File: src/rtl/wave_sample_gen.sv
// Sample source for a DAC7611 serializer: one sample slot every SAMPLE_DIV clocks,
// five selectable waveforms, valid/ready hand-off and a saturating overrun counter.
module wave_sample_gen #(
   parameter int SAMPLE_DIV = 300,
   parameter int SQ_HALF    = 16
) (
   input  logic        clk,
   input  logic        reset,
   input  logic        enable,
   input  logic [2:0]  wave_sel,
   input  logic [11:0] amp,
   input  logic [11:0] step,
   input  logic        sample_ready,
   output logic [11:0] sample,
   output logic        sample_valid,
   output logic [2:0]  wave_active,
   output logic [7:0]  overrun_cnt
);

   localparam int DIV_W  = (SAMPLE_DIV > 1) ? $clog2(SAMPLE_DIV) : 1;
   localparam int HALF_W = (SQ_HALF > 1) ? $clog2(SQ_HALF) : 1;
   localparam logic [DIV_W-1:0]  DIV_LAST  = DIV_W'(SAMPLE_DIV - 1);
   localparam logic [HALF_W-1:0] HALF_LAST = HALF_W'(SQ_HALF - 1);

   localparam logic [2:0] WAVE_DC     = 3'd0;
   localparam logic [2:0] WAVE_SQUARE = 3'd1;
   localparam logic [2:0] WAVE_SAW    = 3'd2;
   localparam logic [2:0] WAVE_TRI    = 3'd3;
   localparam logic [2:0] WAVE_STAIR  = 3'd4;

   typedef enum logic {
      DIR_UP   = 1'b0,
      DIR_DOWN = 1'b1
   } dir_t;

   // slot divider
   logic [DIV_W-1:0]  div_cnt_reg;
   logic [DIV_W-1:0]  div_cnt_next;
   logic              tick;
   logic              load;
   logic              overrun;

   // waveform state
   logic [12:0]       acc_reg;
   dir_t              dir_reg;
   logic [HALF_W-1:0] half_reg;
   logic              phase_low_reg;
   logic [2:0]        stair_idx_reg;

   // state after the optional clear on a waveform change
   logic              sel_change;
   logic [12:0]       acc_cur;
   dir_t              dir_cur;
   logic [HALF_W-1:0] half_cur;
   logic              low_cur;
   logic [2:0]        idx_cur;

   // state and sample produced by a loading tick
   logic [12:0]       acc_next;
   dir_t              dir_next;
   logic [HALF_W-1:0] half_next;
   logic              phase_low_next;
   logic [2:0]        stair_idx_next;
   logic [11:0]       sample_next;

   // arithmetic helpers
   logic [12:0]       amp_ext;
   logic [12:0]       step_ext;
   logic [13:0]       acc_sum;
   logic              sum_over_amp;
   logic [11:0]       acc_clip;
   logic [12:0]       tri_up;
   logic [11:0]       stair_val;

   always_comb begin
      div_cnt_next = '0;
      if (enable && (div_cnt_reg != DIV_LAST)) begin
         div_cnt_next = div_cnt_reg + 1'b1;
      end
   end

   assign tick    = enable && (div_cnt_reg == DIV_LAST);
   assign load    = tick && (!sample_valid || sample_ready);
   assign overrun = tick && sample_valid && !sample_ready;

   assign sel_change = (wave_sel != wave_active);
   assign acc_cur    = sel_change ? 13'd0 : acc_reg;
   assign dir_cur    = sel_change ? DIR_UP : dir_reg;
   assign half_cur   = sel_change ? '0 : half_reg;
   assign low_cur    = sel_change ? 1'b0 : phase_low_reg;
   assign idx_cur    = sel_change ? 3'd0 : stair_idx_reg;

   // acc never exceeds 4095, so the 14-bit sum cannot wrap
   assign amp_ext      = {1'b0, amp};
   assign step_ext     = {1'b0, step};
   assign acc_sum      = {1'b0, acc_cur} + {1'b0, step_ext};
   assign sum_over_amp = (acc_sum > {1'b0, amp_ext});
   assign acc_clip     = (acc_cur > amp_ext) ? amp : acc_cur[11:0];
   assign tri_up       = sum_over_amp ? amp_ext : acc_sum[12:0];
   assign stair_val    = {3'd0, amp[11:3]} * {9'd0, idx_cur};

   always_comb begin
      sample_next    = '0;
      acc_next       = acc_cur;
      dir_next       = dir_cur;
      half_next      = half_cur;
      phase_low_next = low_cur;
      stair_idx_next = idx_cur;
      case (wave_sel)
         WAVE_DC: begin
            sample_next = amp;
         end
         WAVE_SQUARE: begin
            sample_next = low_cur ? 12'd0 : amp;
            if (half_cur == HALF_LAST) begin
               half_next      = '0;
               phase_low_next = !low_cur;
            end else begin
               half_next = half_cur + 1'b1;
            end
         end
         WAVE_SAW: begin
            sample_next = acc_clip;
            acc_next    = sum_over_amp ? 13'd0 : acc_sum[12:0];
         end
         WAVE_TRI: begin
            sample_next = acc_clip;
            if (dir_cur == DIR_UP) begin
               acc_next = tri_up;
               if (tri_up == amp_ext) begin
                  dir_next = DIR_DOWN;
               end
            end else if (acc_cur <= step_ext) begin
               acc_next = 13'd0;
               dir_next = DIR_UP;
            end else begin
               acc_next = acc_cur - step_ext;
            end
         end
         WAVE_STAIR: begin
            sample_next    = stair_val;
            stair_idx_next = idx_cur + 3'd1;
         end
         default: begin
            sample_next = '0;
         end
      endcase
   end

   always_ff @(posedge clk or posedge reset) begin
      if (reset) begin
         div_cnt_reg <= '0;
      end else begin
         div_cnt_reg <= div_cnt_next;
      end
   end

   // a stalled slot leaves sample and waveform state untouched
   always_ff @(posedge clk or posedge reset) begin
      if (reset) begin
         sample        <= '0;
         sample_valid  <= 1'b0;
         wave_active   <= '0;
         acc_reg       <= '0;
         dir_reg       <= DIR_UP;
         half_reg      <= '0;
         phase_low_reg <= 1'b0;
         stair_idx_reg <= '0;
      end else if (load) begin
         sample        <= sample_next;
         sample_valid  <= 1'b1;
         wave_active   <= wave_sel;
         acc_reg       <= acc_next;
         dir_reg       <= dir_next;
         half_reg      <= half_next;
         phase_low_reg <= phase_low_next;
         stair_idx_reg <= stair_idx_next;
      end else if (sample_valid && sample_ready) begin
         sample_valid <= 1'b0;
      end
   end

   always_ff @(posedge clk or posedge reset) begin
      if (reset) begin
         overrun_cnt <= '0;
      end else if (overrun && (overrun_cnt != 8'hFF)) begin
         overrun_cnt <= overrun_cnt + 8'd1;
      end
   end

endmodule

File: config.mk
export PLATFORM = sky130hd
export DESIGN_NAME = wave_sample_gen
export DESIGN_NICKNAME = d
export VERILOG_FILES = /design/src/rtl/wave_sample_gen.sv
export SDC_FILE = /design/constraint.sdc
export NUM_CORES = 1
export LEC_CHECK = 0
export ABC_AREA = 1
export ABC_CLOCK_PERIOD_IN_PS = 10400
export CAP_MARGIN = 10
export CORE_MARGIN = 1.5
export CORE_UTILIZATION = 50
export DETAILED_ROUTE_END_ITERATION = 16
export GPL_ROUTABILITY_DRIVEN = 0
export PLACE_DENSITY = 0.79
export REMOVE_ABC_BUFFERS = 1
export SLEW_MARGIN = 20
export SYNTH_ARGS = -nofsm -noshare
export SYNTH_HDL_FRONTEND = slang
export SYNTH_SLANG_ARGS = --single-unit
File: constraint.sdc
create_clock -name clk -period 10.4 [get_ports clk]
set_input_delay 3.12 -clock clk [delete_from_list [all_inputs] [get_ports clk]]
set_output_delay 3.12 -clock clk [all_outputs]
set_load 0.05 [all_outputs]
==> results of run 1 <==
-- power by group through the flow --
stage	Clock, uW	Sequential [uW]	Combinational [uW]
final	178	215	121
after global routing	190	215	134
after CTS	180	215	118
after detailed placement	0	220	117
after global placement	0	219	116
after floorplan	0	219	77.2
-- routing by layer --
layer | vias up | track usage (%) | share of wire [%] | wire length (microns)
li1 | 3321 | - | - | -
met1 | 2993 | 38.4 | 45 | 8030
met2 | 260 | 45.0 | 45 | 8080
met3 | 38 | 4.32 | 7.3 | 1300
met4 | 0 | 7.90 | 2.3 | 418
met5 | - | 0 | 0 | 0
-- kinds of logic after synthesis --
| kind of cell | after synthesis |
|---|---|
| adder cells (fa/ha/maj) | 52 |
| XOR/XNOR | 25 |
| AO/OA/AOI/OAI | 149 |
| buffers and inverters | 179 |
| AND/OR/NAND/NOR | 538 |
| flip-flops | 55 |
-- cell type report --
| cell class | instances | area [sq um] |
|---|---|---|
| Inverter | 153 | 574 |
| Clock buffer | 5 | 125 |
| Multi-Input combinational cell | 764 | 4180 |
| Fill cell | 1185 | 5060 |
| Timing Repair Buffer | 56 | 556 |
| Clock inverter | 3 | 25.0 |
| Sequential cell | 55 | 1380 |
| Tap cell | 168 | 210 |
-- critical path, delay by kind of cell --
kind                     cells  cell delay (ps)
AO/OA/AOI/OAI                3              290
buffers and inverters        2              840
XOR/XNOR                     2              860
adder cells (fa/ha/maj)      2              660
AND/OR/NAND/NOR             22             3170
-- path summary, 6_finish.rpt --
check                                     from              to  cells after the start
worst max-delay path               wave_sel[0]         dir_reg                     31
worst min-delay path            div_cnt_reg[0]  div_cnt_reg[0]                      1
worst max register to register  wave_active[0]         dir_reg                     30
worst min register to register  div_cnt_reg[0]  div_cnt_reg[0]                      1
max in group asynchronous                reset       sample[8]                      3
min in group asynchronous                reset    sample_valid                      3
-- cell usage in the layout, fill, tap and decap left out, types with 4 or more instances in the layout --
cell | synthesis | final
sky130_fd_sc_hd__a21oi_1 | 42 | 42
sky130_fd_sc_hd__nand3b_1 | 6 | 6
sky130_fd_sc_hd__inv_2 | 5 | 6
sky130_fd_sc_hd__o21ai_1 | 14 | 14
sky130_fd_sc_hd__o21ai_0 | 49 | 49
sky130_fd_sc_hd__nand2_1 | 274 | 274
sky130_fd_sc_hd__nor2_1 | 109 | 108
sky130_fd_sc_hd__xor2_1 | 18 | 18
sky130_fd_sc_hd__ha_1 | 44 | 44
sky130_fd_sc_hd__nand3_1 | 81 | 81
sky130_fd_sc_hd__o211ai_1 | 17 | 17
sky130_fd_sc_hd__nand4_1 | 26 | 26
sky130_fd_sc_hd__a31oi_1 | 4 | 4
sky130_fd_sc_hd__clkinv_1 | 4 | 4
sky130_fd_sc_hd__inv_1 | 144 | 143
sky130_fd_sc_hd__nand2_2 | 7 | 7
sky130_fd_sc_hd__dfrtp_1 | 55 | 55
sky130_fd_sc_hd__nand3_2 | 4 | 4
sky130_fd_sc_hd__clkbuf_16 | 0 | 5
sky130_fd_sc_hd__xnor2_1 | 5 | 5
sky130_fd_sc_hd__o22a_1 | 7 | 7
sky130_fd_sc_hd__fa_1 | 8 | 8
sky130_fd_sc_hd__nor3b_1 | 6 | 6
sky130_fd_sc_hd__clkdlybuf4s50_1 | 0 | 54
sky130_fd_sc_hd__nor3_1 | 13 | 13
-- stage by stage --
stage | worst slack [ps] | instances | hold slack (ps)
after global routing | 1020 | 1204 | 506
after CTS | 1800 | 1204 | 482
after floorplan | 3140 | 972 | 433
after global placement | 1680 | 1196 | 453
final | 1670 | 1204 | 471
after detailed placement | 1520 | 1196 | 465
==> reports/results.txt, run 1 <==
The run finished with clean final reports. The tool flagged a number of max-cap violations equal to 0. Detailed placement ended at an HPWL of 13,700 microns. The first global-routing pass estimated 29,300 microns of wire.

Cell with the most instances on the worst path: sky130_fd_sc_hd__nand2_1. The detail route stage leaves a number of antenna-violating nets equal to 0. The final layout contains 1,118 nets.

The buffer cell driving the clock tree root was sky130_fd_sc_hd__clkbuf_16. Each instance of the synthesized netlist takes up on average 6.29 sq um. The number of enable flip-flop cells after synthesis is 0, and the via count is 6,612. In this run, flip-flops and latches consume 41.9% of the power. In this run the power spent charging and discharging nets is 167 uW.

The finished cells cover 0.00705 sq mm. Net switching is 32.6% of the power. The post-route netlist has 3.76% of its cells at a drive strength greater than 1.

The shortest clock period the worst path allows after layout is 8730 ps. On the critical path, the stage with the largest delay is an instance of sky130_fd_sc_hd__nor2_4. In the synthesized netlist, the cells that appear most often are 274 x sky130_fd_sc_hd__nand2_1, 144 x sky130_fd_sc_hd__inv_1, 109 x sky130_fd_sc_hd__nor2_1. Cell internal power was estimated by the tool at 346 uW. The initial antenna violation count was 0. Port buffering added 54 buffers. The most frequently used cell type in the post-synthesis netlist is sky130_fd_sc_hd__nand2_1. Of the total synthesized cell area, the portion taken by AND, OR, NAND and NOR gates is 37.5%. The die outline area is 0.0132 sq mm. After synthesis, the cell types taking the most area are sky130_fd_sc_hd__dfrtp_1 22%, sky130_fd_sc_hd__nand2_1 16%, sky130_fd_sc_hd__ha_1 8.8%. The critical path class is input port to flop. The logs give 0.00627 sq mm for the post-synthesis cell area and 0 for the total setup buffers inserted after CTS. The type of the most critical hold path is flop to flop. The top flip-flop cell by instance count after synthesis was sky130_fd_sc_hd__dfrtp_1. The highest ir drop seen on vdd is 0.0618 mV, and the leakage power summed over all cells is 0.00369 uW.

After global routing the overflow that remains totals 0. The cell area reported after detailed placement is 0.00690 sq mm, and the post-route clock period utilization is 83.9%. The total area inside the core boundary comes to 0.0121 sq mm. The run gives 0 as the max-slew violation count. For this run, the slowest stage of the critical path takes 730 ps.

Setup repair after global routing left no endpoint under its margin. The average wire per standard cell was 14.8 microns; the transition time at the pin with the least slew margin was 1080 ps. Summed over all failing endpoints, the final setup total negative slack is 0 ps. TritonCTS built the clock tree. Global routing consumed, over all layers together, 27.7% of the routing resources. The tools report the maximum clock insertion buffer count as 2. Gates resized during post-CTS repair numbered 0.

The run gives 6.10 ps as the worst clock skew on the final layout. The via count of the first global-routing pass came out at 5,981. Measured along the x axis, the die boundary spans 115 microns.

The highest net fanout along the worst path is 48. The worst register-to-register path has a setup slack of 4760 ps. Power share of the clock group: 34.6%. The fraction of the mapped netlist area in adder cells came out at 11.3%.

The sort of element at the start of the critical path is an input port. In this run, the number of DRC markers left after iteration 0 of detailed routing was 619. The number of flip-flops in the largest register was 13.

In this run, synthesis produced a sequential element count of 55. For this design the ratio of total power to cell area is 72.8 mW/mm^2. For this run, design rule violations remaining after detail routing come to 0. After detailed routing, the number of vias per cell comes to 5.49. The initialized floorplan defines 40 standard-cell rows. Entering global routing, the biggest net connects 56 pins.

The clock transition at the register clock pins on the worst setup and hold paths after CTS works out to 70 ps. The number of detailed-routing iterations run before antenna repair came out at 6. Derived from the worst setup path, the maximum achievable clock frequency is 115 MHz.

Setup violations remaining at the end of the flow were counted as 0. Compound-cell area share of the yosys netlist: 13.9%. For the combinational power share, the log shows 23.5%. The area growth from synthesis to layout is 12.4%. CTS built an H-tree with a depth of 2.

Overall routed net length: 17,800 microns. After synthesis, the largest family of logic cells by area is simple AND/OR/NAND/NOR gates. The synthesized-area fraction occupied by xor and xnor cells is 3.91%, and the post-route core utilization is 58.2%. Element type at the critical path end: a flop. From bottom edge to top edge, the die measures 115 microns. Clock sink count: 55.

Power comes to 513 uW. The clock reaches the later pin of the worst-skew pair after 300 ps. Once the floorplan was initialized, standard cells occupied 51.8% of the core. Synthesis instantiated 48 different standard cells from the library. The number of hold-repair buffers added at the cts stage came out at 0.

The number of antenna diodes in the final layout is 0. The final hold violation count is 0, and the relative slew slack is 27.7%. For this run, the number of Yosys warnings is 0.

The synthesized instance count was 998; the post-synthesis sequential area ratio was 21.9%. The tools report the TritonCTS buffer count as 5. In this run the biggest area consumer among cell types represents 21.9% of the synthesized area. The post-synthesis mux area share was 0%. Data arrives at the worst endpoint at 8960 ps. Cell type contributing the most total cell area after synthesis: sky130_fd_sc_hd__dfrtp_1. The share of async-settable or async-resettable flops after synthesis works out to 100%. The count of pins on the block boundary is 55. Data on the critical path is required at its endpoint by 10,640 ps.
No activity file was read; power rests on OpenSTA's default activity.
==> run 2, diff against run 1 <==
--- a/config.mk
+++ b/config.mk
@@ -6,7 +6,7 @@
 export NUM_CORES = 1
 export LEC_CHECK = 0
 export ABC_AREA = 1
-export ABC_CLOCK_PERIOD_IN_PS = 10400
+export ABC_CLOCK_PERIOD_IN_PS = 9000
 export CAP_MARGIN = 10
 export CORE_MARGIN = 1.5
 export CORE_UTILIZATION = 50
==> constraint.sdc (replaced) <==
create_clock -name clk -period 9 [get_ports clk]
set_input_delay 2.7 -clock clk [delete_from_list [all_inputs] [get_ports clk]]
set_output_delay 2.7 -clock clk [all_outputs]
set_load 0.05 [all_outputs]
==> run 2 against run 1 <==
Net effect:
- critical path depth decreased by 2
- utilization grew 0.33 points
- wire length rose by 0.52%
- flip-flop and latch count unchanged
- sequential share of layout area fell by 0.11 points
- via count grew 1.5%
- final cell count increased by 0.42%
- clock power grew 17%
- register-to-register slack worse by 1300 ps
- power up 17%
- combinational power is 16% higher
==> reports/results.txt, run 2 (synthesis gave the netlist of run 1 again) <==
The run gives 0 (unchanged) as the number of max-cap violations. The effective utilization at floorplan was 51.8% (unchanged); the maximum clock insertion buffer count was 2 (unchanged). The number of flip-flops in the largest register was 13 (unchanged); the transition time at the pin with the least slew margin was 884 ps (-199 ps). The largest stage delay on the critical path came out at 640 ps (-90 ps). For the number of detailed-routing iterations run before antenna repair, the log shows 7 (+1). The sum of net half-perimeters after detailed placement was 13,900 microns (+1.7%); the highest ir drop seen on vdd was 0.0682 mV (+10%).

The deepest level of the CTS H-tree is 2 (unchanged), and the total power after layout is 598 uW (+17%). The final antenna diode count was 0 (unchanged). The type of the most critical hold path is flop to flop. The overall routed net length is 17,900 microns (+0.52%).

The relative slew slack is 40.9% (+13 points). By instance count, the cell type seen most on the critical path is sky130_fd_sc_hd__nand2_1. Via count: 6,708 (+1.5%).

The total negative slack for setup checks was 0 ps (unchanged). Number of buffers added on ports: 54 (unchanged). Most common library cell in the layout ignoring fill and taps: sky130_fd_sc_hd__nand2_1.

The clock transition at the register clock pins on the worst setup and hold paths after CTS is 80 ps (about the same), and the shortest clock period the worst path allows after layout is 8210 ps. The count of pins on the block boundary is 55 (unchanged). TritonCTS built the clock tree. Row count: 40 (unchanged). The element type at the critical path end was a flop. The logs give 5 (unchanged) for the TritonCTS buffer count and 0 (unchanged) for the max-slew violation count. The tools report the total area of multi-input combinational cells as 0.00418 sq mm (unchanged). The tools report the die outline area as 0.0132 sq mm (unchanged). The footprint of the flip-flops and latches was 0.00138 sq mm (unchanged). The run gives 0 (unchanged) as the count of endpoints failing setup in the final report.

The register-to-register path setup slack came out at 3420 ps (-1340 ps). The number of fill cells in the layout came out at 1,175 (-0.84%). The cell with the biggest individual delay on the critical path was sky130_fd_sc_hd__clkdlybuf4s50_1. The total global-route track usage is 27.7% (-0.046 points). The top cell types in the final layout, fill and taps aside, are 274 x sky130_fd_sc_hd__nand2_1, 143 x sky130_fd_sc_hd__inv_1, 108 x sky130_fd_sc_hd__nor2_1. Number of hold-repair buffers added at the cts stage: 0 (unchanged). The final critical path takes up 91.3% of the cycle. The global-route congestion overflow total came out at 0 (unchanged). The logs give 1,123 (+0.45%) for the number of nets in the finished design and 0 (unchanged) for the residual antenna-violating net count after detailed routing. Via count of the first global-routing pass: 6,081 (+1.7%). The post-CTS resize count was 0 (unchanged). The final hold slack came out at 462 ps (-8.97 ps). The power per standard cell area was 84.4 mW/mm^2 (+16%).

The run gives 497 (-20%) as the number of design-rule violations left by the first detailed-router iteration. The run finished with clean final reports. The logs give 0 (unchanged) for the residual DRC count and 0 (unchanged) for the initial antenna violation count. The leakage power summed over all cells came out at 0.00372 uW (+0.76%).

The worst setup path is launched from an input port. The tools report the insertion delay of the later-clocked pin in the worst-skew pair as 300 ps (about the same). The highest net fanout along the worst path is 28 (-42%), and the clock sink count is 55 (unchanged). By startpoint and endpoint, the worst setup path is classified as input port to flop. The tools report the total setup buffers inserted after CTS as 0 (unchanged). Worst clock skew on the final layout: 10.5 ps (+4.42 ps). The run gives 0.0121 sq mm (unchanged) as the area of the core region. The run gives 56 (unchanged) as the maximum number of pins on one net before global-route repair. Setup repair after global routing left no endpoint under its margin. The run gives 0 (unchanged) as the final hold violation count. Static timing analysis puts the maximum clock frequency at 122 MHz. The average wire per standard cell is 14.8 microns (+0.10%). The required time reported for the critical path endpoint came out at 9230 ps (-1410 ps). The average vias per placed instance is 5.55 (+1.0%). The layout cell share with drive strength beyond 1 was 4.23% (+0.46 points); the synthesis-to-finish area growth was 13.0%. For the first-pass GRT wire length, the log shows 29,200 microns (-0.12%). For the arrival time of the worst setup path, the log shows 8440 ps (-520 ps).

The overall die height was 115 microns (unchanged). The x dimension of the die was 115 microns (unchanged). The tools report the buffer cell driving the clock tree root as sky130_fd_sc_hd__clkbuf_16.
## run 2: cell types whose count changed in the layout (fill, tap and decap cells not counted), sizes merged
| cell | previous run | this run |
|---|---|---|
| buf | 2 | 7 |
## run 2: cell type report
class	instances	share of cell area, %
multi-input cells	764	59.0
flip-flops and latches	55	19.4
repair buffers	61	8.36
inverters	153	8.10
well taps	168	2.96
clock buffers	5	1.76
clock inverters	3	0.388
## run 2: worst paths after layout
path                            depth (start not counted)           start             end
worst max register to register                         28  wave_active[0]     acc_reg[10]
min in group asynchronous                               3           reset    sample_valid
max in group asynchronous                               3           reset      acc_reg[1]
worst min register to register                          1  div_cnt_reg[0]  div_cnt_reg[0]
worst max-delay path                                   29     wave_sel[0]     acc_reg[10]
worst min-delay path                                    1  div_cnt_reg[0]  div_cnt_reg[0]
## run 2: layer usage
| metal | vias up | GRT usage (%) | wire length (microns) |
|---|---|---|---|
| met5 | - | 0 | 0 |
| met3 | 42 | 3.90 | 1360 |
| li1 | 3331 | - | - |
| met4 | 0 | 10.0 | 546 |
| met1 | 3052 | 37.8 | 7970 |
| met2 | 283 | 44.9 | 8040 |
## run 2: per-stage QoR
step / cell area, sq um / std cells / setup slack, ps / utilization (%)
2_1_floorplan: 6130 / 972 / 2160 / -
3_5_place_dp: 6940 / 1201 / 607 / 57.3
6_report: 7090 / 1209 / 787 / 58.5
4_1_cts: 7090 / 1209 / 894 / 58.5
3_3_place_gp: 6940 / 1201 / 822 / 57.3
5_1_grt: 7090 / 1209 / 303 / 58.5
## run 2: critical path, delay by kind of cell
family,cells,cell delay (ps)
simple gates,16,2480
buf+inv,3,1150
xor+xnor,2,780
compound gates,6,670
fa+ha+maj,2,650
## run 2: power by group
group	internal [uW]	total [uW]	switching, uW
Combinational	47.0	140	93.5
Sequential	248	249	0.707
Clock	107	209	103
Total	402	598	197
==> run 3, diff against run 2 <==
--- a/config.mk
+++ b/config.mk
@@ -6,7 +6,6 @@
 export NUM_CORES = 1
 export LEC_CHECK = 0
 export ABC_AREA = 1
-export ABC_CLOCK_PERIOD_IN_PS = 9000
 export CAP_MARGIN = 10
 export CORE_MARGIN = 1.5
 export CORE_UTILIZATION = 50
@@ -14,7 +13,7 @@
 export GPL_ROUTABILITY_DRIVEN = 0
 export PLACE_DENSITY = 0.79
 export REMOVE_ABC_BUFFERS = 1
-export SLEW_MARGIN = 20
+export SLEW_MARGIN = 5
 export SYNTH_ARGS = -nofsm -noshare
 export SYNTH_HDL_FRONTEND = slang
 export SYNTH_SLANG_ARGS = --single-unit
==> results of run 3 <==
Final layout, timing and power as in run 2 (identical DEF).
